--- src/rtl/mm_pkg.sv ---
// Shared encodings for the mm_stage_bus memory stage: access modes, FSM states,
// and per-mode size/legality/signedness helpers.
package mm_pkg;

    localparam logic [2:0] MODE_B  = 3'd0;
    localparam logic [2:0] MODE_H  = 3'd1;
    localparam logic [2:0] MODE_W  = 3'd2;
    localparam logic [2:0] MODE_D  = 3'd3;
    localparam logic [2:0] MODE_BU = 3'd4;
    localparam logic [2:0] MODE_HU = 3'd5;
    localparam logic [2:0] MODE_WU = 3'd6;

    typedef enum logic [1:0] {
        ST_IDLE = 2'd0,
        ST_REQ  = 2'd1,
        ST_RESP = 2'd2
    } mm_state_t;

    function automatic logic [3:0] access_bytes(input logic [2:0] mode);
        case (mode)
            MODE_B, MODE_BU: access_bytes = 4'd1;
            MODE_H, MODE_HU: access_bytes = 4'd2;
            MODE_W, MODE_WU: access_bytes = 4'd4;
            MODE_D:          access_bytes = 4'd8;
            default:         access_bytes = 4'd0;
        endcase
    endfunction

    // D and WU only exist on a 64-bit datapath.
    function automatic logic mode_legal(input logic [2:0] mode, input int dwidth);
        case (mode)
            MODE_D, MODE_WU:                         mode_legal = (dwidth == 64);
            MODE_B, MODE_H, MODE_W, MODE_BU, MODE_HU: mode_legal = 1'b1;
            default:                                 mode_legal = 1'b0;
        endcase
    endfunction

    function automatic logic mode_signed(input logic [2:0] mode);
        case (mode)
            MODE_B, MODE_H, MODE_W: mode_signed = 1'b1;
            default:                mode_signed = 1'b0;
        endcase
    endfunction

endpackage

--- src/rtl/mm_lane_align.sv ---
// Byte-lane steering for the memory stage: store byte enables and shifted write
// data, plus load lane extraction with sign or zero extension.
module mm_lane_align
    import mm_pkg::*;
#(
    parameter int width = 32
) (
    input  logic [2:0]         mode,
    input  logic [2:0]         offset,
    input  logic [width-1:0]   st_data,
    input  logic [width-1:0]   ld_beat,
    output logic [width/8-1:0] be,
    output logic [width-1:0]   wdata,
    output logic [width-1:0]   ld_value
);

    localparam int NB = width / 8;

    logic [3:0]       nbytes;
    logic [5:0]       bit_shift;
    logic [NB-1:0]    be_base;
    logic [width-1:0] st_lanes;
    logic [width-1:0] ld_shift;
    logic             sign_bit;

    always_comb begin
        nbytes    = access_bytes(mode);
        bit_shift = {offset, 3'b000};
        be_base   = '0;
        st_lanes  = '0;
        ld_value  = '0;
        for (int i = 0; i < NB; i++) begin
            be_base[i] = (i < int'(nbytes));
        end
        for (int i = 0; i < width; i++) begin
            st_lanes[i] = (i < 8 * int'(nbytes)) ? st_data[i] : 1'b0;
        end
        be       = be_base << offset;
        wdata    = st_lanes << bit_shift;
        ld_shift = ld_beat >> bit_shift;
        case (nbytes)
            4'd1:    sign_bit = ld_shift[7];
            4'd2:    sign_bit = ld_shift[15];
            default: sign_bit = ld_shift[31];
        endcase
        sign_bit = sign_bit & mode_signed(mode);
        // A full-width access never reaches the fill branch, so it is left unextended.
        for (int i = 0; i < width; i++) begin
            ld_value[i] = (i < 8 * int'(nbytes)) ? ld_shift[i] : sign_bit;
        end
    end

endmodule

--- src/rtl/mm_stage_bus.sv ---
// Memory stage driving an external request/grant/response bus with variable latency.
// Build macro MM_MISALIGN_TRAP_EN: trap misaligned accesses instead of force-aligning them.
//
// state   | meaning
// IDLE    | accept passthrough ops or issue a legal memory op
// REQ     | memReq held with stable address/data/BE until memGnt
// RESP    | load granted, waiting for memRValid
module mm_stage_bus
    import mm_pkg::*;
#(
    parameter int width    = 32,
    parameter int adrWidth = 24,
    parameter int rsWidth  = 5
) (
    input  logic                clk,
    input  logic                rstN,
    input  logic                stallIn,
    input  logic                read,
    input  logic                write,
    input  logic                noMEM,
    input  logic [width-1:0]    data,
    input  logic [width-1:0]    address,
    input  logic [2:0]          addressMode,
    input  logic [rsWidth-1:0]  rd,
    output logic                memReq,
    output logic                memWe,
    output logic [adrWidth-1:0] memAddr,
    output logic [width-1:0]    memWData,
    output logic [width/8-1:0]  memBe,
    input  logic                memGnt,
    input  logic                memRValid,
    input  logic [width-1:0]    memRData,
    output logic [rsWidth-1:0]  rdOut,
    output logic [width-1:0]    dataOut,
    output logic                WEOut,
    output logic                stallOut
`ifdef MM_MISALIGN_TRAP_EN
    ,
    output logic                misalignOut
`endif
);

    localparam int NB = width / 8;
    localparam int OB = $clog2(NB);

    mm_state_t state, state_nxt;

    logic                mem_op;
    logic                mode_ok;
    logic                op_ok;
    logic                issue;
    logic                op_done;
    logic [2:0]          raw_ofs;
    logic [2:0]          size_mask;
    logic [2:0]          aligned_ofs;
    logic [2:0]          ofs_q;
    logic [2:0]          mode_q;
    logic [2:0]          lane_mode;
    logic [2:0]          lane_ofs;
    logic [rsWidth-1:0]  rd_q;
    logic [adrWidth-1:0] aligned_addr;
    logic [NB-1:0]       lane_be;
    logic [width-1:0]    lane_wdata;
    logic [width-1:0]    lane_ld;

    assign mem_op       = read | write;
    assign mode_ok      = mode_legal(addressMode, width);
    assign raw_ofs      = 3'(address[OB-1:0]);
    assign size_mask    = 3'(access_bytes(addressMode) - 4'd1);
    assign aligned_ofs  = raw_ofs & ~size_mask;
    assign aligned_addr = {address[adrWidth-1:OB], {OB{1'b0}}};

    if (width > adrWidth) begin : g_addr_hi
        logic unused_addr_hi;
        assign unused_addr_hi = ^address[width-1:adrWidth];
    end

`ifdef MM_MISALIGN_TRAP_EN
    logic misaligned;
    logic trap;
    assign misaligned = |(raw_ofs & size_mask);
    assign op_ok      = mem_op & mode_ok & ~misaligned;
    assign trap       = (state == ST_IDLE) & ~stallIn & mem_op & mode_ok & misaligned;
`else
    assign op_ok      = mem_op & mode_ok;
`endif

    assign issue = (state == ST_IDLE) & ~stallIn & op_ok;

    // Store lanes are built from the live inputs at issue; loads extract with the captured op.
    assign lane_mode = (state == ST_IDLE) ? addressMode : mode_q;
    assign lane_ofs  = (state == ST_IDLE) ? aligned_ofs : ofs_q;

    mm_lane_align #(.width(width)) u_lane (
        .mode     (lane_mode),
        .offset   (lane_ofs),
        .st_data  (data),
        .ld_beat  (memRData),
        .be       (lane_be),
        .wdata    (lane_wdata),
        .ld_value (lane_ld)
    );

    always_comb begin
        state_nxt = state;
        op_done   = 1'b0;
        case (state)
            ST_IDLE: begin
                if (issue) state_nxt = ST_REQ;
            end
            ST_REQ: begin
                if (memGnt) begin
                    if (memWe) begin
                        state_nxt = ST_IDLE;
                        op_done   = 1'b1;
                    end else begin
                        state_nxt = ST_RESP;
                    end
                end
            end
            ST_RESP: begin
                if (memRValid) begin
                    state_nxt = ST_IDLE;
                    op_done   = 1'b1;
                end
            end
            default: state_nxt = ST_IDLE;
        endcase
    end

    assign stallOut = stallIn | ((state == ST_IDLE) ? op_ok : ~op_done);

    always_ff @(posedge clk or negedge rstN) begin
        if (!rstN) begin
            state    <= ST_IDLE;
            rdOut    <= '0;
            dataOut  <= '0;
            WEOut    <= 1'b0;
            memReq   <= 1'b0;
            memWe    <= 1'b0;
            memAddr  <= '0;
            memBe    <= '0;
            memWData <= '0;
            rd_q     <= '0;
            mode_q   <= '0;
            ofs_q    <= '0;
`ifdef MM_MISALIGN_TRAP_EN
            misalignOut <= 1'b0;
`endif
        end else begin
            state   <= state_nxt;
            rdOut   <= '0;
            dataOut <= '0;
            WEOut   <= 1'b0;
`ifdef MM_MISALIGN_TRAP_EN
            misalignOut <= trap;
`endif
            case (state)
                ST_IDLE: begin
                    if (issue) begin
                        memReq   <= 1'b1;
                        memWe    <= write;
                        memAddr  <= aligned_addr;
                        memBe    <= lane_be;
                        memWData <= write ? lane_wdata : '0;
                        rd_q     <= rd;
                        mode_q   <= addressMode;
                        ofs_q    <= aligned_ofs;
                    end else if (!stallIn && !mem_op) begin
                        rdOut   <= rd;
                        dataOut <= data;
                        WEOut   <= noMEM;
                    end
                end
                ST_REQ: begin
                    if (memGnt) memReq <= 1'b0;
                end
                ST_RESP: begin
                    if (memRValid) begin
                        rdOut   <= rd_q;
                        dataOut <= lane_ld;
                        WEOut   <= 1'b1;
                    end
                end
                default: ;
            endcase
        end
    end

endmodule

--- config.mk ---
export PLATFORM = sky130hd
export DESIGN_NAME = mm_stage_bus
export DESIGN_NICKNAME = d
export VERILOG_FILES = /design/src/rtl/mm_pkg.sv /design/src/rtl/mm_lane_align.sv /design/src/rtl/mm_stage_bus.sv
export SDC_FILE = /design/constraint.sdc
export NUM_CORES = 1
export LEC_CHECK = 0
export ABC_AREA = 1
export ABC_CLOCK_PERIOD_IN_PS = 2500
export BUFFER_PORTS_ARGS = -buffer_cell sky130_fd_sc_hd__buf_2
export CAP_MARGIN = 20
export CORE_UTILIZATION = 40
export DETAILED_ROUTE_END_ITERATION = 12
export GPL_ROUTABILITY_DRIVEN = 0
export HOLD_SLACK_MARGIN = 0.03
export PLACE_DENSITY = 0.76
export SYNTH_ARGS = -nofsm -noshare
export SYNTH_HDL_FRONTEND = slang
export SYNTH_SLANG_ARGS = --single-unit
--- constraint.sdc ---
create_clock -name clk -period 2.5 [get_ports clk]
set_input_delay 0.375 -clock clk [delete_from_list [all_inputs] [get_ports clk]]
set_output_delay 0.375 -clock clk [all_outputs]
set_load 0.01 [all_outputs]
# Word-level counts from Yosys, hierarchy flattened
# Index checks and enable logic that the tools add are counted.
[word_totals]
ff_bits = 111
out_inout_bits = 101
inputBits = 112
elab_cells = 195
[op_classes]
eq_ne = 19
shifts = 3
n_reduce_logical = 18
mux = 96
magnitude_cmp = 36
n_addsub = 1
bitwise = 10
[ops]
columns = ["cell", "n"]
rows = [
  ["32-bit 2-to-1 mux", 4],
  ["5-bit by 7-bit < comparator with 1-bit output, first input constant", 16],
  ["1-bit 2-to-1 mux", 74],
  ["32-bit case mux with 2 select lines", 1],
  ["4-bit by 7-bit < comparator with 1-bit output, first input constant", 8],
  ["32-bit by 6-bit left shift with 32-bit output", 1],
  ["32-bit by 6-bit right shift with 32-bit output", 1],
  ["3-bit by 7-bit < comparator with 1-bit output, first input constant", 4],
  ["3-bit equality test, second input constant", 6],
  ["4-bit case mux with 4 select lines", 1],
  ["5-bit 2-to-1 mux", 3],
  ["1-bit by 7-bit < comparator with 1-bit output, first input constant", 2],
  ["2-bit by 7-bit < comparator with 1-bit output, first input constant", 2],
  ["3-bit by 2-bit equality test with 1-bit output, second input constant", 4],
  ["3-bit case mux with 4 select lines", 1],
  ["2-bit OR reduction", 6],
  ["5-bit case mux with 2 select lines", 1],
  ["1-bit by 4-bit < comparator with 1-bit output, first input constant", 2],
  ["2-bit by 4-bit < comparator with 1-bit output, first input constant", 2],
  ["2-bit 2-to-1 mux", 4],
  ["1-bit case mux with 2 select lines", 4],
  ["3-bit by 1-bit equality test with 1-bit output, second input constant", 2],
  ["3-bit zero test", 2],
  ["3-bit 2-to-1 mux", 2],
  ["21 further kinds", 30],
]

# Logic depth before layout (Yosys ltp)
# Gate-level depths: netlist (run 1).
[logic_depth]
depth_word = 13
mapped_depth = 15
mapped_depth_nobuf = 13

# Modules after synthesis
# A second synthesis (run 1) with hierarchy kept.
[unflattened]
hier_cells = 851
area_unflattened_um2 = 6178.4
[modules_own_cells]
columns = ["mod", "cells_per_inst", "area_per_inst_um2", "seq_area_each_um2", "n_inst"]
rows = [
  ["mm_stage_bus", 519, 4625.7, 2752.6, 1],
  ["mm_lane_align", 332, 1552.7, 0.0, 1],
]

# Worst setup path after synthesis (run 1)
# Ideal clock, no wire load.
[synth_path]
kind = "register -> register"
startpoint = "register state[0]"
endpoint = "register memWData[29]"
required_ns = 2.371
synth_period_minus_slack_ns = 1.924
setup_ns = 0.129
n_path_buf = 2
arrival_time_ns = 1.795
slack_ns = 0.576
path_stages_with_launch = 13
path_cell_list = "dfrtp_1 inv_1 ha_1 buf_2 buf_6 o21ai_1 inv_2 nand2_4 nand2_2 nand2_2 nor2_1 o21ai_0 nand3_1"
[synth_via]
elab_chain_len = 9
elab_cells_between_ends = 27
classes_between = "4 x order compare; 6 x eq/ne; 1 x shift; 8 x mux; 2 x bitwise; 6 x reduce/logical"
[synth_lines]
columns = ["item", "line", "text"]
rows = [
  ["start: declaration", "mm_stage_bus.sv:46", "mm_state_t state, state_nxt;"],
  ["start signal: assignment", "mm_stage_bus.sv:151", "state <= state_nxt;"],
  ["2-bit zero test *", "n/a", ""],
  ["3-bit 2-to-1 mux", "mm_stage_bus.sv:91", "assign lane_mode = (state == ST_IDLE) ? addressMode : mode_q;"],
  ["3-bit equality test (tied with other cells)", "mm_pkg.sv:20", "case (mode)"],
  ["2-bit OR reduction", "mm_pkg.sv:20", ""],
  ["4-bit case mux with 4 select lines", "mm_pkg.sv:20", ""],
  ["3-bit by 7-bit < comparator with 1-bit output (tied with other cells)", "mm_lane_align.sv:36", "st_lanes[i] = (i < 8 * int'(nbytes)) ? st_data[i] : 1'b0;"],
  ["1-bit 2-to-1 mux", "mm_lane_align.sv:36", ""],
  ["32-bit by 6-bit left shift with 32-bit output", "mm_lane_align.sv:39", "wdata = st_lanes << bit_shift;"],
  ["32-bit 2-to-1 mux", "mm_stage_bus.sv:165", "memWData <= write ? lane_wdata : '0;"],
  ["end signal: assignment", "mm_stage_bus.sv:165", ""],
  ["end: declaration", "mm_stage_bus.sv:28", "output logic [width-1:0] memWData,"],
]
# Every way passes the cells marked *; elsewhere a longest branch is shown, timed or not.
# A chain may end at the register's enable or synchronous reset.

# Final worst setup path (run 1)
[layout_path]
startpoint = "register state[0]"
endpoint = "register dataOut[29]"
[layout_via]
elab_chain_len = 11
elab_cells_between_ends = 29
classes_between = "1 x order compare; 9 x eq/ne; 1 x shift; 9 x mux; 3 x bitwise; 6 x reduce/logical"
[layout_lines]
columns = ["item", "line", "text"]
rows = [
  ["2-bit zero test", "n/a", ""],
  ["3-bit 2-to-1 mux", "mm_stage_bus.sv:91", ""],
  ["3-bit equality test (tied with other cells)", "mm_pkg.sv:20", ""],
  ["2-bit OR reduction", "mm_pkg.sv:20", ""],
  ["4-bit case mux with 4 select lines", "mm_pkg.sv:20", ""],
  ["4-bit by 2-bit equality test with 1-bit output or 4-bit by 1-bit equality test with 1-bit output (tied branches)", "mm_lane_align.sv:41", "case (nbytes)"],
  ["1-bit case mux with 2 select lines", "mm_lane_align.sv:41", ""],
  ["1-bit AND", "mm_lane_align.sv:46", "sign_bit = sign_bit & mode_signed(mode);"],
  ["1-bit 2-to-1 mux", "mm_lane_align.sv:49", "ld_value[i] = (i < 8 * int'(nbytes)) ? ld_shift[i] : sign_bit;"],
  ["32-bit 2-to-1 mux", "mm_stage_bus.sv:179", "if (memRValid) begin"],
  ["32-bit case mux with 2 select lines *", "mm_stage_bus.sv:158", "case (state)"],
  ["end signal: assignment", "mm_stage_bus.sv:171", "dataOut <= data;"],
  ["end signal: assignment", "mm_stage_bus.sv:181", "dataOut <= lane_ld;"],
  ["end: declaration", "mm_stage_bus.sv:34", "output logic [width-1:0] dataOut,"],
]
# Marked as above.

==> metrics.txt, run 1 <==
status complete, no violations; met3 wire length about 1900 um; Max Slew Vio Count 0; Vias per Instance 5.14; wire length on met2 7910 um; CTS buffer count 9; htree depth 3; Setup crit end kind flip-flop; RSZ-0062 raised after global routing false; CP Class reg -> reg; worst-margin pin slew between 500 and 600 ps; Ys Warns 0; clk buf depth 2; Yosys cell types 35; maxcap violations 0; I/O Buffers 202; DRC violations left 0; Power Dens Cells 1160 nW/um^2; Hold Vio Cnt, Final 0; fmax around 0.44 GHz; WL met1 between 7000 and 8000 um; sequential-to-total area share from yosys stat about half; worst-path fanout max 14; share of layout cells above drive strength 1 27.1%; leading area contributor after synthesis dfrtp_1; Hold Path Stages 3; Post-Syn Area per Cell 7.51 sq um; vias in the first global route 5,318; initial antenna violation count 2; mapped cell area between 5000 and 6000 sq um; clock slew at reported path FFs ~70 ps; DP HPWL between 10,000 and 15,000 um; FP Rows 42; critical path data required time 2730 ps; Area contributors post-synth dfrtp_1, nand2_1, o21ai_0; Total GRT Usage between 20% and 30%; Syn Inst Count 747; relative slew slack around three fifths; 1st-iter DRT viols 632; total gr overflow 0; CTS tree built; Critical Path Start Type flip-flop; Core Region 13,500 sq um; Area Growth Syn to Fin 27.3%; io pins around 210; Reg2Reg Setup Slack roughly 240 ps; CTS Root Cell clkbuf_16; Hold Path Class in -> reg; Core Util, Final 53.1%; period utilization between 90% and 100%; total design power around 8.3 mW; Leakage Power 4.11 nW; Filler Cell Count approximately 1,300; worst-case clock skew ~6.0 ps; worst path arrival time about 2500 ps; Antenna diodes 0; Die X 120 um; worst-skew pair later-pin latency about 350 ps; routed length per instance 15.8 um; final-report setup violation count 0; # clock sinks 110; Initial Util between 40% and 50%; final cell area excluding filler cells between 7000 and 8000 sq um; peak supply drop just over 0.5 mV; vias post-DR 5,744; Setup TNS 0 ps; first-pass GRT wire length ~28,000 um; Synth top area share between 40 and 50%; Die Y between 100 and 150 um; Detailed Routing Iterations Pass 1 6; Final min period 2260 ps; placed inst area 6800 sq um; uppermost layer routed met5; Final ANT Viol Nets 0; die area ~14,000 sq um; Seq cells post-synth 110; Reg2Reg Depth 11; pin count of the biggest net entering global routing between 70 and 80; WL final approximately 18,000 um; fin nets around 1,100
## cells in the mapped netlist (all sizes together)
| cell type | n |
|---|---|
| a211o | 1 |
| a21oi | 41 |
| a22o | 2 |
| a2bb2oi | 1 |
| a31oi | 14 |
| buf | 24 |
| clkbuf | 19 |
| clkinv | 2 |
| conb | 1 |
| dfrtp | 110 |
| ha | 4 |
| inv | 52 |
| nand2 | 325 |
| nand3 | 41 |
| nand3b | 1 |
| nand4 | 4 |
| nor2 | 19 |
| nor3 | 1 |
| o2111ai | 3 |
| o211ai | 5 |
| o21a | 4 |
| o21ai | 66 |
| o22ai | 7 |
## kinds of logic after synthesis
family | count (synthesis) | share of synthesized area, %
and+or+nand+nor | 391 | 27.7
AOI/OAI and AO/OA | 144 | 14.8
DFF | 110 | 49.1
buffers and inverters | 97 | 7.45
adders and majority gates | 4 | 0.892
other | 1 | 0.0669
## metal layers
metal | GRT usage, % | vias to the layer above
li1 | - | 2775
met1 | 33.6 | 2623
met2 | 38.3 | 311
met3 | 7.64 | 33
met4 | 7.72 | 2
met5 | 0 | -
## state kept, by name, indices dropped and copies added (netlist names)
register,flops
rd_q,5
mode_q,3
memReq,1
memBe,4
dataOut,32
state,2
memWe,1
memWData,32
WEOut,1
memAddr,22
rdOut,5
ofs_q,2
## stage by stage
stage          cells  setup slack, ps  hold WS [ps]
2_1_floorplan    748              576          79.4
3_3_place_gp    1102              217           352
3_5_place_dp    1102              184           353
4_1_cts         1118              162           210
5_1_grt         1118             3.94           221
6_report        1118              239           218
## worst paths after layout
check / start / end
max in group asynchronous: rstN / dataOut[18]
worst max register to register: state[0] / dataOut[29]
worst min-delay path: address[3] / memAddr[3]
min in group asynchronous: rstN / memBe[3]
worst max-delay path: state[0] / dataOut[29]
worst min register to register: memAddr[7] / memAddr[7]
## placed cells by master (no fill, tap or decap), drive strengths merged
cell type	count
clkbuf	13
buf	221
o21a	4
clkinv	3
nand3b	1
o2111ai	3
a22o	2
conb	2
nand2	325
o21ai	66
nor3	1
o22ai	7
dfrtp	110
a2bb2oi	1
dlygate4sd3	1
a211o	1
o211ai	5
a31oi	14
inv	52
ha	4
nor2	19
bufinv	1
nand3	41
nand4	4
a21oi	41
## layout make-up
cell class	count	area (sq um)	area share, %
flip-flops and latches	110	2750	38.6
inverters	54	203	2.84
multi-input cells	541	2450	34.4
clock buffers	13	280	3.93
well taps	176	220	3.08
repair buffers	222	1190	16.7
clock inverters	2	38.8	0.543
## power breakdown
| part | total, mW | internal (mW) | leakage, nW | switching [mW] |
|---|---|---|---|---|
| combinational | 4.04 | 1.36 | 2.50 | 2.68 |
| clock | 1.53 | 0.884 | 0.158 | 0.645 |
| sequential | 2.70 | 2.39 | 1.45 | 0.309 |
| total | 8.27 | 4.63 | 4.11 | 3.63 |
## worst max-delay path, cell delays in order (launching register included)
cell and delay [ps]:
dfrtp_1 390, inv_1 130, ha_2 260, buf_4 200, o21ai_1 90, inv_2 180, nand2_4 120, inv_1 330
buf_4 230, a21oi_1 70, nand2_1 70, nand2_1 60
## repair_timing
item	in CTS	in global routing
endpoints found under the hold margin	32	0
resized for setup	0	2
buffers inserted	0	0
endpoints found under the setup margin	0	28
hold buffers	1	0
No activity file was read; power rests on OpenSTA's default activity.
==> run 2: changes to the inputs <==
==> constraint.sdc (replaced) <==
create_clock -name clk -period 2.5 [get_ports clk]
set_input_delay 0.625 -clock clk [delete_from_list [all_inputs] [get_ports clk]]
set_output_delay 0.625 -clock clk [all_outputs]
set_load 0.01 [all_outputs]
==> run 2 against run 1 <==
Against the previous run:
- core utilization increased by 0.056 points
- maximum frequency decreased by 6.4%
- global-route usage rose by 0.47 points
- sequential share of layout area about the same
- critical endpoint is now memWData[16]
- sequential power about the same
==> metrics.txt, run 2 (same netlist as run 1, synthesis figures left out) <==
Slowest-stage cell, CP dfrtp_1; clock slew at reported path FFs 80 ps (about the same); Total GRT Usage 25.4% (+0.47 points); clk buf depth 2 (unchanged); cell family with most CP delay compound AO/OA/AOI/OAI gates; RSZ-0062 raised after global routing true; final-report setup violation count 0 (unchanged); worst-skew pair later-pin latency 350 ps (about the same); pin count of the biggest net entering global routing 49 (-36%); routed length per instance 16.1 um (+1.4%); Power Dens Cells 1150 nW/um^2 (-0.45%); commonest non-fill, non-tap cell in the layout nand2_1; die area 14,500 sq um (unchanged); first-pass GRT wire length 28,200 um (+1.4%); Critical path buffers and inverters 3 (-2); share of layout cells above drive strength 1 27.6% (+0.55 points); maxcap violations 0 (unchanged); worst-case clock skew 10.4 ps (+4.38 ps); vias post-DR 5,791 (+0.82%); worst-margin pin slew 544 ps (-26.9 ps); Detailed Routing Iterations Pass 1 6 (unchanged); FP Rows 42 (unchanged); 1st-iter DRT viols 737 (+17%); cells along the critical path inv_1 > ha_1 > buf_4 > o21ai_1 > inv_2 > nand2_4 > o21ai_4 > nand2_1 > o21ai_0 > nand2_1 > nand2_1; io pins 213 (unchanged); WL final 18,000 um (+1.6%); Max Slew Vio Count 0 (unchanged); Vias per Instance 5.17 (+0.55%); biggest regs dataOut: 32 flops, memWData: 32 flops, memAddr: 22 flops; relative slew slack 63.7% (+2.0 points); worst-path fanout max 17 (+3); Critical Path Start Type flip-flop; Core Region 13,500 sq um (unchanged); Final min period 2420 ps (+155 ps); initial antenna violation count 1 (-1); critical path data required time 2780 ps (+50 ps); CTS Root Cell clkbuf_16; total gr overflow 0 (unchanged); Setup crit end kind flip-flop; I/O Buffers 202 (unchanged); CTS tree built; total design power 8.24 mW (-0.35%); htree depth 3 (unchanged); Initial Util 41.7% (unchanged); Die X 120 um (unchanged); CP Class reg -> reg; worst path arrival time 2700 ps (+200 ps); Area Growth Syn to Fin 27.4%; Antenna diodes 0 (unchanged); Die Y 120 um (unchanged); status complete, no violations; Hold Vio Cnt, Final 0 (unchanged); Hold Path Class in -> async; vias in the first global route 5,383 (+1.2%); peak supply drop 0.532 mV (+4.1%); # clock sinks 110 (unchanged); final cell area excluding filler cells 7150 sq um (+0.11%); most used cell, CP nand2_1; DP HPWL 13,400 um (+0.94%); fmax 0.414 GHz (-6.4%); hold-fix buffers at CTS 0 (-1); placed inst area 6830 sq um (+0.40%); DRC violations left 0 (unchanged); fin nets 1,056 (+0.19%); period utilization 96.7% (+6.2 points); Final ANT Viol Nets 0 (unchanged); most frequent cells in the layout nand2_1, buf_2, dfrtp_1, o21ai_0, inv_1; Leakage Power 4.13 nW (+0.31%); Critical Path Max Stage Delay 390 ps (about the same); CTS buffer count 9 (unchanged)
run 2: cell count changes in the layout (fill, tap and decap cells not counted):
| cell | delta |
|---|---|
| buf_12 | +1 |
| dlygate4sd3_1 | -1 |
| ha_2 | -1 |
| clkinv_2 | +3 |
| o22ai_1 | -3 |
| bufinv_16 | -1 |
| o21ai_0 | -3 |
| ha_1 | +1 |
| o21ai_1 | +3 |
| inv_6 | +1 |
| clkbuf_8 | -2 |
| buf_4 | +2 |
| o22ai_2 | +3 |
run 2: metal layers:
layer	vias up	track usage [%]	share of wire, %
met4	2	9.34	2.1
li1	2781	-	-
met2	296	38.8	46
met5	-	0	0.072
met1	2681	34.6	42
met3	31	6.51	9.4
run 2: timing repair:
item	in CTS	in global routing
setup buffers	0	1
gates resized for setup	0	7
endpoints found under the setup margin	0	43
run 2: power by group:
part / switching, mW / internal [mW] / total, mW
Combinational: 2.76 / 1.39 / 4.14
Clock: 0.668 / 0.732 / 1.40
Sequential: 0.306 / 2.39 / 2.70
Total: 3.73 / 4.51 / 8.24
run 2: layout make-up:
class | count | area [sq um]
Clock inverter | 5 | 32.5
Timing Repair Buffer | 224 | 1220
Clock buffer | 11 | 253
Inverter | 54 | 203
Fill cell | 1359 | 6310
Sequential cell | 110 | 2750
Multi-Input combinational cell | 541 | 2470
Tap cell | 176 | 220
run 2: worst paths after layout:
| kind | startpoint | to | slack, ps | cells after the start |
|---|---|---|---|---|
| max in group asynchronous | rstN | memBe[1] | 1620 | 2 |
| worst min-delay path | rstN | state[1] | 250 | 1 |
| worst min register to register | memWData[23] | memWData[23] | 470 | 2 |
| worst max-delay path | state[1] | memWData[16] | 80 | 11 |
| min in group clk | address[16] | memAddr[16] | 460 | 3 |
| worst max register to register | state[1] | memWData[16] | 80 | 11 |
run 2: worst register-to-register path, delay by kind of cell, from the launching register on:
kind / cells / cell delay (ps)
AOI/OAI and AO/OA: 3 / 660
buffers and inverters: 3 / 560
adders and majority gates: 1 / 180
DFF: 1 / 390
and+or+nand+nor: 4 / 560
run 2: through the flow:
stage	worst slack (ps)	std cells	hold slack, ps	utilization, %	setup TNS [ps]
after floorplan	576	748	329	-	0
after CTS	120	1120	261	52.9	0
after global placement	238	1104	459	50.8	0
after detailed placement	169	1104	461	50.8	0
after global routing	-72.9	1121	283	53.1	-987
final	83.4	1121	248	53.1	0
